==> config.mk <==
export PLATFORM = sky130hd
export DESIGN_NAME = arbitro_ula
export DESIGN_NICKNAME = d
export VERILOG_FILES = /design/src/rtl/arbitro_ula_pkg.sv /design/src/rtl/arbitro_ula_nucleo.sv /design/src/rtl/arbitro_ula.sv
export VERILOG_INCLUDE_DIRS = /design/src /design/src/rtl
export SDC_FILE = /design/constraint.sdc
export NUM_CORES = 1
export LEC_CHECK = 0
export CORE_ASPECT_RATIO = 1.25
export CORE_UTILIZATION = 35
export DETAILED_ROUTE_END_ITERATION = 8
export GPL_TIMING_DRIVEN = 0
export HOLD_SLACK_MARGIN = 0.08
export SYNTH_ARGS = -nofsm -noshare
export SYNTH_HDL_FRONTEND = slang
export SYNTH_SLANG_ARGS = --single-unit
==> constraint.sdc <==
create_clock -name clock -period 7.7 [get_ports clock]
set_input_delay 1.155 -clock clock [delete_from_list [all_inputs] [get_ports clock]]
set_output_delay 1.155 -clock clock [all_outputs]
set_load 0.02 [all_outputs]
==> src/rtl/ula_defs.vh <==
// Shared op codes and FSM state codes for the ALU arbiter and its datapath.
`ifndef ULA_DEFS_VH
`define ULA_DEFS_VH

`define ULA_AND       4'b0000
`define ULA_OR        4'b0001
`define ULA_ADD       4'b0010
`define ULA_SUB       4'b0110
`define ULA_SLT       4'b0111
`define ULA_NOR       4'b1100

`define EST_OCIOSO    2'b00
`define EST_CALCULA   2'b01
`define EST_RESPONDE  2'b10

`endif

==> src/rtl/arbitro_ula_pkg.sv <==
// Types shared by the arbiter and the ALU core.
package arbitro_ula_pkg;
`include "ula_defs.vh"

    typedef enum logic [1:0] {
        OCIOSO   = `EST_OCIOSO,
        CALCULA  = `EST_CALCULA,
        RESPONDE = `EST_RESPONDE
    } estado_t;

    typedef struct packed {
        logic [31:0] resultado;
        logic        zero;
        logic        erro;
    } ula_saida_t;
endpackage

==> src/rtl/arbitro_ula_nucleo.sv <==
// Combinational 32-bit ALU: six ops, zero flag, unsupported-op flag.
`include "ula_defs.vh"

module ula_nucleo
    import arbitro_ula_pkg::*;
(
    input  logic [3:0]  operacao,
    input  logic [31:0] a,
    input  logic [31:0] b,
    output ula_saida_t  saida
);

    always_comb begin
        saida = '0;
        case (operacao)
            `ULA_AND: saida.resultado = a & b;
            `ULA_OR:  saida.resultado = a | b;
            `ULA_ADD: saida.resultado = a + b;
            `ULA_SUB: saida.resultado = a - b;
            `ULA_SLT: saida.resultado = {31'b0, $signed(a) < $signed(b)};
            `ULA_NOR: saida.resultado = ~(a | b);
            default:  saida.erro      = 1'b1;
        endcase
        saida.zero = (saida.resultado == 32'd0);
    end

endmodule

==> src/rtl/arbitro_ula.sv <==
// Round-robin arbiter sharing one ALU among NUM_REQ requesters; one op in flight.
module arbitro_ula
    import arbitro_ula_pkg::*;
#(
    parameter int NUM_REQ = 4,
    parameter int ID_W    = 2
) (
    input  logic                  clock,
    input  logic                  reset,
    input  logic [NUM_REQ-1:0]    req_valido,
    input  logic [4*NUM_REQ-1:0]  req_operacao,
    input  logic [32*NUM_REQ-1:0] req_a,
    input  logic [32*NUM_REQ-1:0] req_b,
    output logic [NUM_REQ-1:0]    req_aceito,
    output logic                  resp_valido,
    input  logic                  resp_pronto,
    output logic [ID_W-1:0]       resp_id,
    output logic [31:0]           resp_resultado,
    output logic                  resp_zero,
    output logic                  resp_erro
);

    estado_t         estado, prox;
    logic [ID_W-1:0] ponteiro, id_r, vencedor;
    logic            achou;
    logic [3:0]      op_r;
    logic [31:0]     a_r, b_r;
    ula_saida_t      ula;

    ula_nucleo u_nucleo (
        .operacao (op_r),
        .a        (a_r),
        .b        (b_r),
        .saida    (ula)
    );

    // Search starts just after the last served requester, wrapping around.
    always_comb begin
        achou    = 1'b0;
        vencedor = '0;
        for (int k = 1; k <= NUM_REQ; k++) begin
            if (!achou && req_valido[(int'(ponteiro) + k) % NUM_REQ]) begin
                achou    = 1'b1;
                vencedor = ID_W'((int'(ponteiro) + k) % NUM_REQ);
            end
        end
    end

    always_comb begin
        prox       = estado;
        req_aceito = '0;
        case (estado)
            OCIOSO: begin
                if (achou) begin
                    req_aceito[vencedor] = 1'b1;
                    prox                 = CALCULA;
                end
            end
            CALCULA:  prox = RESPONDE;
            RESPONDE: if (resp_pronto) prox = OCIOSO;
            default:  prox = OCIOSO;
        endcase
    end

    assign resp_valido = (estado == RESPONDE);
    assign resp_id     = id_r;

    always_ff @(posedge clock or posedge reset) begin
        if (reset) begin
            estado         <= OCIOSO;
            ponteiro       <= ID_W'(NUM_REQ - 1);
            id_r           <= '0;
            op_r           <= '0;
            a_r            <= '0;
            b_r            <= '0;
            resp_resultado <= '0;
            resp_zero      <= 1'b0;
            resp_erro      <= 1'b0;
        end else begin
            estado <= prox;
            if (estado == OCIOSO && achou) begin
                id_r <= vencedor;
                op_r <= req_operacao[4*int'(vencedor) +: 4];
                a_r  <= req_a[32*int'(vencedor) +: 32];
                b_r  <= req_b[32*int'(vencedor) +: 32];
            end
            if (estado == CALCULA) begin
                resp_resultado <= ula.resultado;
                resp_zero      <= ula.zero;
                resp_erro      <= ula.erro;
            end
            if (estado == RESPONDE && resp_pronto)
                ponteiro <= id_r;
        end
    end

endmodule

Word-level counts from Yosys, hierarchy flattened:

Index checks and enable logic that the tools add are counted.

* word-level logic and storage cells: 88
* bits in registers: 108

* shifts and indexed selects: 3
* mux-type cells: 29
* $add $sub $neg: 6
* $lt $le $gt $ge: 7
* eq/ne operators: 9
* bitwise gates (word level): 7
* reduce and logical (&&, ||, !) cells: 18

Operators with widths (count)
* 128-bit by 8-bit variable part select with 32-bit output: 2
* 32-bit one-hot mux with 6 select lines: 1
* 32-bit adder: 1
* 32-bit bitwise AND: 1
* 32-bit zero test: 1
* 32-bit less-than comparator: 1
* 32-bit NOT: 1
* 32-bit OR: 1
* 32-bit subtractor: 1
* 3-bit by 4-bit less-than comparator with 1-bit output (second input constant): 4
* 16-bit by 5-bit variable part select with 4-bit output: 1
* 1-bit two-way mux: 14
* 2-bit two-way mux: 6
* 1-bit binary-select mux with 2-bit select: 4
* 4-bit by 3-bit equality test with 1-bit output (second input constant): 2
* 4-bit two-way mux: 2
* 2-bit OR reduction: 4
* 1-bit logical AND: 6
* 2-bit one-hot mux with 3 select lines: 1
* 6-bit OR reduction: 1
* 2-bit by 1-bit adder with 2-bit output (second input constant): 2
* 2-bit adder (second input constant): 2
* 1-bit bitwise AND (first input constant): 4
* 4-bit by 1-bit equality test with 1-bit output (second input constant): 1
* 13 further kinds: 15

Depth between registers and ports, before layout:

Gate-level depths: netlist (run 1).

* word-level depth: 22
* mapped depth: 14
* gate-level depth less buffers: 14

Modules after synthesis:

Synthesis (run 1) repeated with hierarchy kept, for this count alone.

* cells, all modules: 1488
* area, all modules: 12211.7 um^2

By module, submodules not included
* arbitro_ula: area an instance 6276.0 um^2, times used 1, seq. area each 2705.1 um^2, cells each 589
* ula_nucleo: area an instance 5935.7 um^2, times used 1, seq. area each 0.0 um^2, cells each 899

Least setup slack after synthesis (run 1):

Ideal clock, no wire load.

* path type: input port to output port
* from: input req_valido[0]
* to: output req_aceito[2]
* path buffers: 2
* arrival: 2.675 ns
* stages on the path: 8
* path slack: 3.870 ns
* cell sequence: a21oi_1 -> a31oi_1 -> o21ai_0 -> o21a_1 -> clkbuf_1 -> clkbuf_1 -> inv_1 -> nor3_1

* word-level cells in the longest chain between the ends: 19
* elaborated cells between the ends (all ways): 33
* those cells by class: 2 x order compare; 24 x mux; 7 x reduce/logical

RTL lines
* from (decl): RTL line arbitro_ula.sv:10 `input logic [NUM_REQ-1:0] req_valido,`
* 1-bit binary-select mux with 2-bit select: RTL line arbitro_ula.sv:42 `if (!achou && req_valido[(int'(ponteiro) + k) % NUM_REQ]) begin`
* 1-bit two-way mux (not written as such) (2 in a row): RTL line arbitro_ula.sv:42
* 1-bit two-way mux: RTL line arbitro_ula.sv:42
* 1-bit zero test: RTL line arbitro_ula.sv:42
* 1-bit logical AND: RTL line arbitro_ula.sv:42
* 1-bit two-way mux: RTL line arbitro_ula.sv:42
* 1-bit zero test: RTL line arbitro_ula.sv:42
* 1-bit logical AND: RTL line arbitro_ula.sv:42
* [... 2 more ...]
* 1-bit logical AND: RTL line arbitro_ula.sv:42
* 2-bit two-way mux: RTL line arbitro_ula.sv:42
* 2-bit by 3-bit less-than comparator with 1-bit output (not written as such) / 2-bit by 1-bit greater-or-equal comparator with 1-bit output (equally long branches): RTL line arbitro_ula.sv:55 `req_aceito[vencedor] = 1'b1;`
* 1-bit logical AND (not written as such): RTL line arbitro_ula.sv:55
* 1-bit two-way mux (not written as such): RTL line arbitro_ula.sv:55
* 1-bit demux with 2-bit select: RTL line arbitro_ula.sv:55
* 4-bit two-way mux (*): RTL line arbitro_ula.sv:54 `if (achou) begin`
* 4-bit two-way mux (*): RTL line arbitro_ula.sv:52 `case (estado)`
* to (decl): RTL line arbitro_ula.sv:14 `output logic [NUM_REQ-1:0] req_aceito,`

Mark *: on every way between the ends. The rest lies on a longest branch, timed or not. The select of a mux whose other input is x is not followed.

Worst setup path after layout (run 1):

* from: input req_valido[1]
* to: output req_aceito[3]

Same word-level chain as after synthesis.

==> results.toml, run 1 <==
[floorplan]
io_pins = 320
die_x_um = 166
dieArea_mm2 = 0.0343
fp-row-count = 74
initial_core_util_pct = 35.7
die_h_um = 207
core_mm2 = 0.0329

[worst_hold_path]
worstHoldPathType = "flop to flop"
holdPathStages = 2

[placed_design]
gp_congestion = 0.959
postPlaceCellArea_mm2 = 0.0155
port_buffers = 319
dpl.cell_count = 2453
pre_cts_slack_ns = 2.24
dp_hpwl_um = 45900

[detailed_routing]
antenna_left = 0
post_drt_wl_per_cell_um = 22.0
drc = 4
drtIter0Drc = 991
routed_wl_um = 54400
num_vias = 13700
avgViaCountPerCell = 5.54
first_pass_iters = 9

[global_routing]
antenna_found_initial = 1
grt_max_degree = 67
grt_usage_pct = 31.5
first_global_vias = 13600
grt_pass1_wl_um = 81000
grt_overflow = 0

[setup_path]
ff2ff_path_depth = 14
cpMaxStageDelayCell = "clkdlybuf4s50_1"
ff2ff_setup_slack_ns = 2.95
path_cells = "clkdlybuf4s50_1, nor2b_1, a21oi_1, o221ai_1, clkbuf_1, clkbuf_1, and3_1, clkdlybuf4s50_1"
cp-end-kind = "output port"
start_kind = "input port"
arrival_ns = 4.34
required_ns = 6.55
criticalPathCategory = "input port to output port"
crit_path_max_incr_delay_ns = 0.63
worstPathMaxFanout = 10

[power]
p_total_mw = 7.63
combPwrFrac_pct = 77.5
p_seq_share_pct = 15.2
max-vdd-ir-drop_mv = 0.165
p_leak_nw = 7.03
p_clk_share_pct = 7.3
power_density_mw_per_mm2 = 481
switching_power_mw = 4.40
internal_power_mw = 3.23
p_sw_share_pct = 57.7

[timing]
setup-tns-final_ns = 0
hold_viol = 0
rsz0062_at_grt = "false"
slew_violations = 0
fin_crit_ns = 5.50
finalCritPeriodShare_pct = 71.4
fin_ws_ns = 2.20
max-slew-margin-rel_pct = 16.6
skew_ns = 0.0153
max_freq_ghz = 0.182
tightest_slew_ns = 1.22
finalSetupViolCount = 0

[synth]
post_synth_num_cell_types = 79
synth_edf_count = 0
syn_nets = 2103
avgSynthCellArea_um2 = 6.85
post-synth-top-count-cell = "nand2_1"
ys_ff_latch = 108
synth_flop_cell = "dfrtp_1"
synth-xor-area-share_pct = 0.672
synthMuxAreaShare_pct = 1.77
ys_seq_area_share_pct = 23.0
yosys.area.top_type = "dfrtp_1"
synth_common_cells = "nand2_1 (488), o21ai_0 (191), ha_1 (108), dfrtp_1 (106), inv_1 (98)"
syn-cell-area_mm2 = 0.0117
synth.area.top_cells = "dfrtp_1 (23%), nand2_1 (16%), ha_1 (12%)"
synth_top_family_by_area = "simple AND/OR/NAND/NOR gates"
synth_top_area_share_pct = 22.6
synth-simple-area-share_pct = 28.1
async_reset_ff_share_pct = 100
ys_warn_count = 0
synthCells = 1714
synth_compound_gate_area_share_pct = 27.0
synthAdderAreaFrac_pct = 11.9

[clocking]
htreeDepth = 3
postCtsSetupBuffers = 0
cts_resized = 0
cts_buffer_depth = 2
cts.sinks = 108
insertion_delay_ns = 0.38
tritoncts = "done"
numCtsBuffers = 9
cts-root-buf = "clkbuf_16"
clk_pin_slew_ns = 0.07
holdBufCountCts = 0

[layout]
nNetsFinal = 2435
finalNonFillerCells = 2470
drive_gt1_share_pct = 4.34
final_area_mm2 = 0.0158
area_growth_syn_to_layout_pct = 35.0

[status]
outcome = "finished with violations"
failed_checks = "design-rule violations"

[run]
cap_violations = 0
## cells in the final DEF, fill, tap and decap left out, drive strengths merged, types with 10 or more instances in the layout
cell	netlist	routed
nor3	29	29
o21a	11	11
nor4	14	14
a21oi	86	86
nand3	86	86
o221ai	15	15
nand2	488	488
a211oi	14	14
ha	108	108
o211ai	17	17
dfrtp	106	106
inv	98	101
o21bai	10	10
nand2b	11	11
a221o	20	20
mux2	14	14
buf	36	38
a221oi	23	23
clkdlybuf4s50	0	319
nor2	76	76
clkbuf	81	91
a21o	19	19
o21ai	197	197
o31ai	12	12
## path summary, 6_finish.rpt
check                                               startpoint                             end
worst max-delay path                             req_valido[1]                   req_aceito[3]
worst min-delay path            resp_resultado[20]$_DFFE_PP0N_  resp_resultado[20]$_DFFE_PP0N_
worst max register to register              a_r[7]$_DFFE_PP0P_           resp_zero$_DFFE_PP0N_
worst min register to register  resp_resultado[20]$_DFFE_PP0N_  resp_resultado[20]$_DFFE_PP0N_
max in group asynchronous                                reset         ponteiro[1]$_DFFE_PP1P_
min in group asynchronous                                reset              a_r[4]$_DFFE_PP0P_
## critical path, delay by kind of cell
| kind | cells | cell delay (ns) |
|---|---|---|
| buffers and inverters | 4 | 2.18 |
| AOI/OAI and AO/OA | 2 | 0.56 |
| and+or+nand+nor | 2 | 0.43 |
## logic make-up after synthesis
logic type | count (synthesis)
xor+xnor | 9
flops | 108
mux | 19
simple gates | 766
buf+inv | 215
fa+ha+maj | 110
compound gates | 487
## metal layers
layer | up-vias | routed length (um) | GRT usage (%)
met1 | 6481 | 22200 | 37.0
met3 | 70 | 2730 | 3.13
met2 | 486 | 27700 | 59.1
met4 | 0 | 1770 | 11.9
li1 | 6650 | - | -
met5 | - | 0 | 0
## through the flow
| stage | util, % | hold slack, ns |
|---|---|---|
| 6_report | 48.2 | 0.475 |
| 5_1_grt | 48.2 | 0.501 |
| 4_1_cts | 48.2 | 0.485 |
| 3_5_place_dp | 47.2 | 0.469 |
| 3_3_place_gp | 47.0 | 0.460 |
| 2_1_floorplan | - | 0.475 |
## flip-flops by register name, summed over array words and instances (netlist names)
signal	flops
a_r	32
b_r	32
resp_id	2
op_r	4
ponteiro	2
resp_zero	1
resp_erro	1
resp_resultado	32
estado	2
## power groups by stage
stage / combinational, mW / sequential (mW) / clock, mW
detailed placement: 5.83 / 1.17 / 0
floorplan: 3.77 / 1.14 / 0
finish: 5.91 / 1.16 / 0.553
CTS: 5.85 / 1.16 / 0.557
global route: 6.46 / 1.21 / 0.577
global placement: 5.78 / 1.16 / 0
## area by class of cell
class | instances | area, um^2
antenna | 1 | 2.50
buffer | 117 | 520
clock buffer | 10 | 239
clock inverter | 6 | 101
fill | 3483 | 17000
inverter | 98 | 370
multi-input combinational | 1391 | 8150
sequential | 108 | 2710
tap | 418 | 523
timing repair buffer | 321 | 3230
Note: power is estimated with default switching activity, not from simulation.
==> run 2, diff against run 1 <==
- clock period: 7.7 -> 5.49 ns (I/O delays scaled with it)
==> results of run 2 <==
The final DEF is identical to that of run 1. Status: finished with violations: design-rule violations.
Among the figures that moved: setup slack after placement 2.24 ns -> 0.693 ns; setup slack after layout 2.20 ns -> 0.657 ns; register-to-register setup slack 2.95 ns -> 0.74 ns; total power 7.63 mW -> 10.7 mW; worst IR drop on VDD 0.165 mV -> 0.232 mV
